## config.mk

```make
export PLATFORM = sky130hd
export DESIGN_NAME = acc_sequencer_flat
export DESIGN_NICKNAME = d
export VERILOG_FILES = /design/src/rtl/acc_cpu_pkg.sv /design/src/rtl/acc_sequencer_if.sv /design/src/rtl/acc_sequencer_decode.sv /design/src/rtl/acc_sequencer.sv /design/src/flat_wrapper.sv
export SDC_FILE = /design/constraint.sdc
export NUM_CORES = 1
export LEC_CHECK = 0
export ABC_CLOCK_PERIOD_IN_PS = 2600
export CORE_MARGIN = 4
export CORE_UTILIZATION = 46
export DETAILED_ROUTE_END_ITERATION = 8
export PLACE_DENSITY = 0.89
export SYNTH_ARGS = -nofsm -noshare
export SYNTH_HDL_FRONTEND = slang
export SYNTH_SLANG_ARGS = --single-unit
```

## constraint.sdc

```tcl
create_clock -name clk -period 2.6 [get_ports clk]
set_clock_uncertainty 0.1 [all_clocks]
set_input_delay 0.52 -clock clk [delete_from_list [all_inputs] [get_ports clk]]
set_output_delay 0.52 -clock clk [all_outputs]
set_load 0.01 [all_outputs]
```

## src/rtl/acc_cpu_pkg.sv

```systemverilog
// Shared definitions for the 8-bit accumulator CPU: opcodes, sequencer
// states, ALU function codes and accumulator source selects.
package acc_cpu_pkg;

  localparam logic [3:0] OP_NOP = 4'h0;
  localparam logic [3:0] OP_LDI = 4'h1;
  localparam logic [3:0] OP_LDR = 4'h2;
  localparam logic [3:0] OP_STR = 4'h3;
  localparam logic [3:0] OP_ADD = 4'h4;
  localparam logic [3:0] OP_SUB = 4'h5;
  localparam logic [3:0] OP_AND = 4'h6;
  localparam logic [3:0] OP_OR  = 4'h7;
  localparam logic [3:0] OP_XOR = 4'h8;
  localparam logic [3:0] OP_NOT = 4'h9;
  localparam logic [3:0] OP_SHL = 4'hA;
  localparam logic [3:0] OP_SHR = 4'hB;
  localparam logic [3:0] OP_JMP = 4'hC;
  localparam logic [3:0] OP_JZ  = 4'hD;
  localparam logic [3:0] OP_JNZ = 4'hE;
  localparam logic [3:0] OP_HLT = 4'hF;

  typedef enum logic [2:0] {
    ST_IDLE,
    ST_FETCH,
    ST_DECODE,
    ST_EXEC,
    ST_JUMP,
    ST_HALT
  } state_t;

  typedef enum logic [2:0] {
    ALU_ADD,
    ALU_SUB,
    ALU_AND,
    ALU_OR,
    ALU_XOR,
    ALU_NOT,
    ALU_SHL,
    ALU_SHR
  } alu_op_t;

  localparam logic [1:0] SEL_IMM = 2'b00;
  localparam logic [1:0] SEL_RF  = 2'b01;
  localparam logic [1:0] SEL_ALU = 2'b10;

  function automatic logic jump_taken(input logic [3:0] opcode, input logic [7:0] acc);
    case (opcode)
      OP_JMP:  return 1'b1;
      OP_JZ:   return acc == 8'h00;
      OP_JNZ:  return acc != 8'h00;
      default: return 1'b0;
    endcase
  endfunction

endpackage

```

## src/rtl/acc_sequencer_if.sv

```systemverilog
// Instruction-memory and datapath control bundle between the sequencer
// (master) and the memory/accumulator/register-file side (slave).
interface acc_sequencer_if;
  logic       start;
  logic [7:0] imem_addr;
  logic [7:0] imem_data;
  logic [7:0] acc_out;
  logic       load_acc;
  logic [1:0] sel_acc;
  logic [3:0] immediate;
  logic [3:0] rf_addr;
  logic       rf_we;
  logic [2:0] alu_op;
  logic [7:0] pc;
  logic       halted;

  modport master (
    input  start, imem_data, acc_out,
    output imem_addr, load_acc, sel_acc, immediate, rf_addr, rf_we, alu_op, pc, halted
  );

  modport slave (
    output start, imem_data, acc_out,
    input  imem_addr, load_acc, sel_acc, immediate, rf_addr, rf_we, alu_op, pc, halted
  );
endinterface

```

## src/rtl/acc_sequencer_decode.sv

```systemverilog
// Combinational opcode decoder: maps an instruction opcode onto the
// datapath controls it needs plus jump/halt classification.
module acc_decode
  import acc_cpu_pkg::*;
(
  input  logic [3:0] opcode,
  output logic       load_acc,
  output logic [1:0] sel_acc,
  output logic       rf_we,
  output alu_op_t    alu_op,
  output logic       is_jump,
  output logic       is_halt
);

  always_comb begin
    load_acc = 1'b0;
    sel_acc  = SEL_IMM;
    rf_we    = 1'b0;
    alu_op   = ALU_ADD;
    is_jump  = 1'b0;
    is_halt  = 1'b0;
    case (opcode)
      OP_LDI: begin
        load_acc = 1'b1;
        sel_acc  = SEL_IMM;
      end
      OP_LDR: begin
        load_acc = 1'b1;
        sel_acc  = SEL_RF;
      end
      OP_STR: rf_we = 1'b1;
      OP_ADD, OP_SUB, OP_AND, OP_OR, OP_XOR, OP_NOT, OP_SHL, OP_SHR: begin
        load_acc = 1'b1;
        sel_acc  = SEL_ALU;
        // For opcodes 4..B, (opcode - 4) mod 8 is just bit 2 flipped.
        alu_op   = alu_op_t'(opcode[2:0] ^ 3'b100);
      end
      OP_JMP, OP_JZ, OP_JNZ: is_jump = 1'b1;
      OP_HLT: is_halt = 1'b1;
      default: ;
    endcase
  end

endmodule

```

## src/rtl/acc_sequencer.sv

```systemverilog
// Multi-cycle fetch/decode/execute sequencer for the accumulator CPU;
// owns the program counter and executes two-byte conditional jumps.
module acc_sequencer
  import acc_cpu_pkg::*;
(
  input  logic            clk,
  input  logic            clb,
  acc_sequencer_if.master bus
);

  state_t     state_q, state_d;
  logic [7:0] pc_q, pc_d;
  logic [7:0] ir_q, ir_d;
  logic [7:0] imem_addr_q, imem_addr_d;
  logic       load_acc_q, load_acc_d;
  logic [1:0] sel_acc_q, sel_acc_d;
  logic [3:0] immediate_q, immediate_d;
  logic [3:0] rf_addr_q, rf_addr_d;
  logic       rf_we_q, rf_we_d;
  logic [2:0] alu_op_q, alu_op_d;
  logic       halted_q, halted_d;
  logic       entering_exec;

  logic       dec_load_acc;
  logic [1:0] dec_sel_acc;
  logic       dec_rf_we;
  alu_op_t    dec_alu_op;
  logic       dec_is_jump;
  logic       dec_is_halt;

  // Decoding the next ir lets every control output be a plain flop while
  // still being valid in the EXEC cycle itself.
  always_comb begin
    ir_d = ir_q;
    if (state_q == ST_DECODE) ir_d = bus.imem_data;
  end

  acc_decode u_decode (
    .opcode   (ir_d[7:4]),
    .load_acc (dec_load_acc),
    .sel_acc  (dec_sel_acc),
    .rf_we    (dec_rf_we),
    .alu_op   (dec_alu_op),
    .is_jump  (dec_is_jump),
    .is_halt  (dec_is_halt)
  );

  always_comb begin
    state_d = state_q;
    pc_d    = pc_q;
    case (state_q)
      ST_IDLE, ST_HALT: begin
        if (bus.start) state_d = ST_FETCH;
      end
      ST_FETCH: begin
        pc_d    = pc_q + 8'd1;
        state_d = ST_DECODE;
      end
      ST_DECODE: state_d = ST_EXEC;
      ST_EXEC: begin
        if (dec_is_jump) begin
          pc_d    = pc_q + 8'd1;
          state_d = ST_JUMP;
        end else if (dec_is_halt) begin
          state_d = ST_HALT;
        end else begin
          state_d = ST_FETCH;
        end
      end
      ST_JUMP: begin
        if (jump_taken(ir_q[7:4], bus.acc_out)) pc_d = bus.imem_data;
        state_d = ST_FETCH;
      end
      default: state_d = ST_IDLE;
    endcase

    entering_exec = (state_d == ST_EXEC);
    load_acc_d    = entering_exec & dec_load_acc;
    rf_we_d       = entering_exec & dec_rf_we;
    sel_acc_d     = entering_exec ? dec_sel_acc : '0;
    alu_op_d      = entering_exec ? 3'(dec_alu_op) : '0;
    immediate_d   = entering_exec ? ir_d[3:0] : '0;
    rf_addr_d     = entering_exec ? ir_d[3:0] : '0;
    // Only a non-jump EXEC parks the memory address at zero.
    imem_addr_d   = (entering_exec && !dec_is_jump) ? '0 : pc_d;
    halted_d      = (state_d == ST_HALT);
  end

  always_ff @(posedge clk or posedge clb) begin
    if (clb) begin
      state_q     <= ST_IDLE;
      pc_q        <= '0;
      ir_q        <= '0;
      imem_addr_q <= '0;
      load_acc_q  <= 1'b0;
      sel_acc_q   <= '0;
      immediate_q <= '0;
      rf_addr_q   <= '0;
      rf_we_q     <= 1'b0;
      alu_op_q    <= '0;
      halted_q    <= 1'b0;
    end else begin
      state_q     <= state_d;
      pc_q        <= pc_d;
      ir_q        <= ir_d;
      imem_addr_q <= imem_addr_d;
      load_acc_q  <= load_acc_d;
      sel_acc_q   <= sel_acc_d;
      immediate_q <= immediate_d;
      rf_addr_q   <= rf_addr_d;
      rf_we_q     <= rf_we_d;
      alu_op_q    <= alu_op_d;
      halted_q    <= halted_d;
    end
  end

  assign bus.imem_addr = imem_addr_q;
  assign bus.load_acc  = load_acc_q;
  assign bus.sel_acc   = sel_acc_q;
  assign bus.immediate = immediate_q;
  assign bus.rf_addr   = rf_addr_q;
  assign bus.rf_we     = rf_we_q;
  assign bus.alu_op    = alu_op_q;
  assign bus.pc        = pc_q;
  assign bus.halted    = halted_q;

endmodule

```

## src/flat_wrapper.sv

```systemverilog
// flat-port wrapper written by rule: the top's interface ports become plain ports
module acc_sequencer_flat import acc_cpu_pkg::*;
  (clk, clb, bus_start, bus_imem_data, bus_acc_out, bus_imem_addr, bus_load_acc, bus_sel_acc, bus_immediate, bus_rf_addr, bus_rf_we, bus_alu_op, bus_pc, bus_halted);
  acc_sequencer_if bus_i ();
  input  logic clk;
  input  logic clb;
  input wire logic [$bits(bus_i.start)-1:0] bus_start;
  input wire logic [$bits(bus_i.imem_data)-1:0] bus_imem_data;
  input wire logic [$bits(bus_i.acc_out)-1:0] bus_acc_out;
  output wire logic [$bits(bus_i.imem_addr)-1:0] bus_imem_addr;
  output wire logic [$bits(bus_i.load_acc)-1:0] bus_load_acc;
  output wire logic [$bits(bus_i.sel_acc)-1:0] bus_sel_acc;
  output wire logic [$bits(bus_i.immediate)-1:0] bus_immediate;
  output wire logic [$bits(bus_i.rf_addr)-1:0] bus_rf_addr;
  output wire logic [$bits(bus_i.rf_we)-1:0] bus_rf_we;
  output wire logic [$bits(bus_i.alu_op)-1:0] bus_alu_op;
  output wire logic [$bits(bus_i.pc)-1:0] bus_pc;
  output wire logic [$bits(bus_i.halted)-1:0] bus_halted;
  assign bus_i.start = bus_start;
  assign bus_i.imem_data = bus_imem_data;
  assign bus_i.acc_out = bus_acc_out;
  assign bus_imem_addr = bus_i.imem_addr;
  assign bus_load_acc = bus_i.load_acc;
  assign bus_sel_acc = bus_i.sel_acc;
  assign bus_immediate = bus_i.immediate;
  assign bus_rf_addr = bus_i.rf_addr;
  assign bus_rf_we = bus_i.rf_we;
  assign bus_alu_op = bus_i.alu_op;
  assign bus_pc = bus_i.pc;
  assign bus_halted = bus_i.halted;
  acc_sequencer u_core (.clk(clk), .clb(clb), .bus(bus_i));
endmodule
```

==> run_results.csv <==
group,metric,value,unit
outcome,status,"finished, final reports clean",
run,maxCapViolCount,0,
drt,vias_per_cell,5.42,
placed_design,globalplace.congestion,0.873,
finish,layout_common_cells,"clkdlybuf4s50_1, dfrtp_1, nand2_1, nor2_1",
pwr,leakage,1.04,nW
clocking,path_clk_slew,60,ps
clocking,cts_tree,"built",
clocking,insertion_delay,280,ps
floorplan,initial_core_util,0.496,
synthesis,yosysWarnings,0,
setup_path,cp.arrival,2380,ps
drt,drt_first_iter_violations,85,
synthesis,synth_area,1720,sq um
hold_path,hp-start,"u_core.ir_q[7]",
floorplan,ios,51,
hold_path,hold_depth,2,
finish,fin_area,2350,sq um
setup_path,cp-end-kind,"register",
sta,max_freq,437,MHz
drt,vias,1447,
setup_path,cpMaxStageDelayCell,"clkdlybuf4s50_1",
synthesis,netlist.area_leader.share,0.509,
synthesis,ys_async_sr_fraction,1.00,
sta,setup_violations,0,
finish,fillers,282,
finish,syn_to_final_growth,36.4,%
pwr,p_per_area,1060,nW/um^2
floorplan,fp.dieW,69.2,microns
setup_path,r2r_slack,520,ps
synthesis,synth-seq-cells,35,
setup_path,worstPathCellList,"clkdlybuf4s50_1 -> nor4_2 -> a2111oi_4 -> or2_4 -> a311o_1 -> a31oi_1",
setup_path,crit_fanout,13,
hold_path,whs_endpoint,"u_core.ir_q[7]",
synthesis,synth_edf_count,0,
drt,drt_pass1_iterations,4,
clocking,clock-root-buffer,"clkbuf_8",
setup_path,timing.rr.end,"u_core.bus.imem_addr[1]",
global_route,grt_usage,0.167,
drt,wl_per_cell,14.5,microns
clocking,h-tree-depth,2,
clocking,post-cts-setup-buffer-count,0,
sta,period_share,0.879,
setup_path,cp.required,2690,ps
synthesis,syn_area_per_cell,10.1,sq um
placed_design,placed_area,2250,sq um
floorplan,dieHeight,69.2,microns
setup_path,r2r_start,"u_core.state_q[2]",
finish,final_common_cell,"clkdlybuf4s50_1",
clocking,cts_resized,0,
setup_path,critPathMaxStageDelay,440,ps
global_route,grt_pass1_vias,1361,
sta,max_slew_margin,0.568,
sta,drv_slew,0,
global_route,grt_pass1_wl,6380,microns
clocking,ctsLongestPathBuffers,2,
floorplan,rows,21,
sta,setup_tns,0,ps
synthesis,synth.distinct_cells,46,
floorplan,dieArea,4790,sq um
floorplan,coreArea,3470,sq um
synthesis,yosysSeqAreaShare,0.509,
synthesis,syn_inst,171,
setup_path,crit_family,"simple AND/OR/NAND/NOR gates",
synthesis,ys.flop_type,"dfrtp_1",
global_route,antenna_found_initial,0,
placed_design,place_hpwl,2820,microns
synthesis,syn_nets,191,
sta,grt_setup_unrepaired,"no",
clocking,cts-hold-fix-buffers,0,
finish,antenna_cells,0,
drt,drcViolationCount,0,
sta,finalWorstPathRequiredPeriod,2290,ps
finish,nets,241,
clocking,cts.sink_count,35,
setup_path,r2r_cells,5,
synthesis,yosys-top-cells-area,"dfrtp_1, nand2_1, and2_1, nor2_1, nand3_1",
global_route,grt_overflow,0,
sta,worstMarginPinSlew,646,ps
drt,routed_wl,3860,microns
setup_path,crit_type,"in2reg",
sta,hold_violations,0,
global_route,grt_max_degree,36,
drt,drtAntennaViolNets,0,
clocking,numCtsBuffers,5,
finish,drive_above_1_share,0.0950,
setup_path,worstSetupStartpointType,"input pin",
hold_path,hp-class,"reg2reg",
setup_path,path_buf_inv,1,
pwr,peakVddDrop,0.000450,V
synthesis,yosys.area.top_type,"dfrtp_1",
placed_design,io_buffers,50,
==> state kept, by name (all words and copies together), names as in the netlist <==
name / count
u_core.bus.imem_addr: 8
u_core.bus.pc: 8
u_core.bus.immediate: 4
u_core.ir_q: 4
u_core.bus.alu_op: 3
u_core.state_q: 3
u_core.bus.sel_acc: 2
u_core.bus.halted: 1
u_core.bus.load_acc: 1
u_core.bus.rf_we: 1
==> kinds of logic after synthesis <==
family | synth area share
AOI/OAI and AO/OA | 0.145
xor gates and xnor gates | 0.0153
adders and majority gates | 0.00727
buffers and inverters | 0.0589
DFF | 0.509
muxes | 0.0124
and+or+nand+nor | 0.253
==> layer usage <==
metal	track usage	part of all wire	wire length (microns)
met2	0.269	0.48	1870
met4	0.0672	0.020	79
met3	0.0623	0.083	320
met5	0	0	0
met1	0.203	0.41	1590
==> metrics by stage <==
step                      utilization  power (mW)  setup slack, ps  instances  hold slack [ps]
final                           0.677        2.48              314        267              406
after global routing            0.677        2.64              221        267              429
after CTS                       0.677        2.49              318        267              403
after detailed placement        0.648        2.02             13.9        260              387
after global placement          0.648        1.99             67.8        260              381
after floorplan                     -        1.55              586        171              351
==> worst max-delay path by stage <==
| stage | from | to | slack [ps] | cells past startpoint |
|---|---|---|---|---|
| after floorplan | bus_acc_out[1] | u_core.bus.imem_addr[1] | 590 | 5 |
| after global placement | bus_acc_out[1] | u_core.bus.imem_addr[1] | 70 | 6 |
| after detailed placement | bus_acc_out[1] | u_core.bus.imem_addr[1] | 10 | 6 |
| after CTS | bus_acc_out[1] | u_core.bus.imem_addr[1] | 320 | 6 |
| after global routing | bus_acc_out[1] | u_core.bus.imem_addr[2] | 220 | 6 |
| final | bus_acc_out[1] | u_core.bus.imem_addr[2] | 310 | 6 |
==> synthesized netlist by cell type, drive strengths merged (3+ instances only) <==
cell type  count
a31oi          6
nor3           4
o21ai          5
nor2          12
and2           8
nand2         25
nand4          5
inv            6
clkbuf         7
buf            6
nand3          8
dfrtp         35
a221o          3
==> where the power goes <==
group	internal (mW)	leakage [nW]	switching, mW
clock	0.280	0.0513	0.173
sequential	0.736	0.461	0.158
combinational	0.564	0.528	0.566
==> worst register-to-register path, cell delays in order (launching register included) <==
cell and delay, ps:
dfrtp_1 520, or3b_4 440, a2111oi_4 270, nor3_2 170
a221o_1 350, nor2b_1 130
==> cell type report <==
class	count	area, sq um	area share
flip-flops and latches	35	876	0.373
multi-input cells	117	744	0.317
repair buffers	56	546	0.232
clock buffers	6	72.6	0.0309
well taps	46	57.6	0.0245
clock inverters	1	30.0	0.0128
inverters	6	22.5	0.00959
Note: power is estimated with default switching activity, not from simulation.
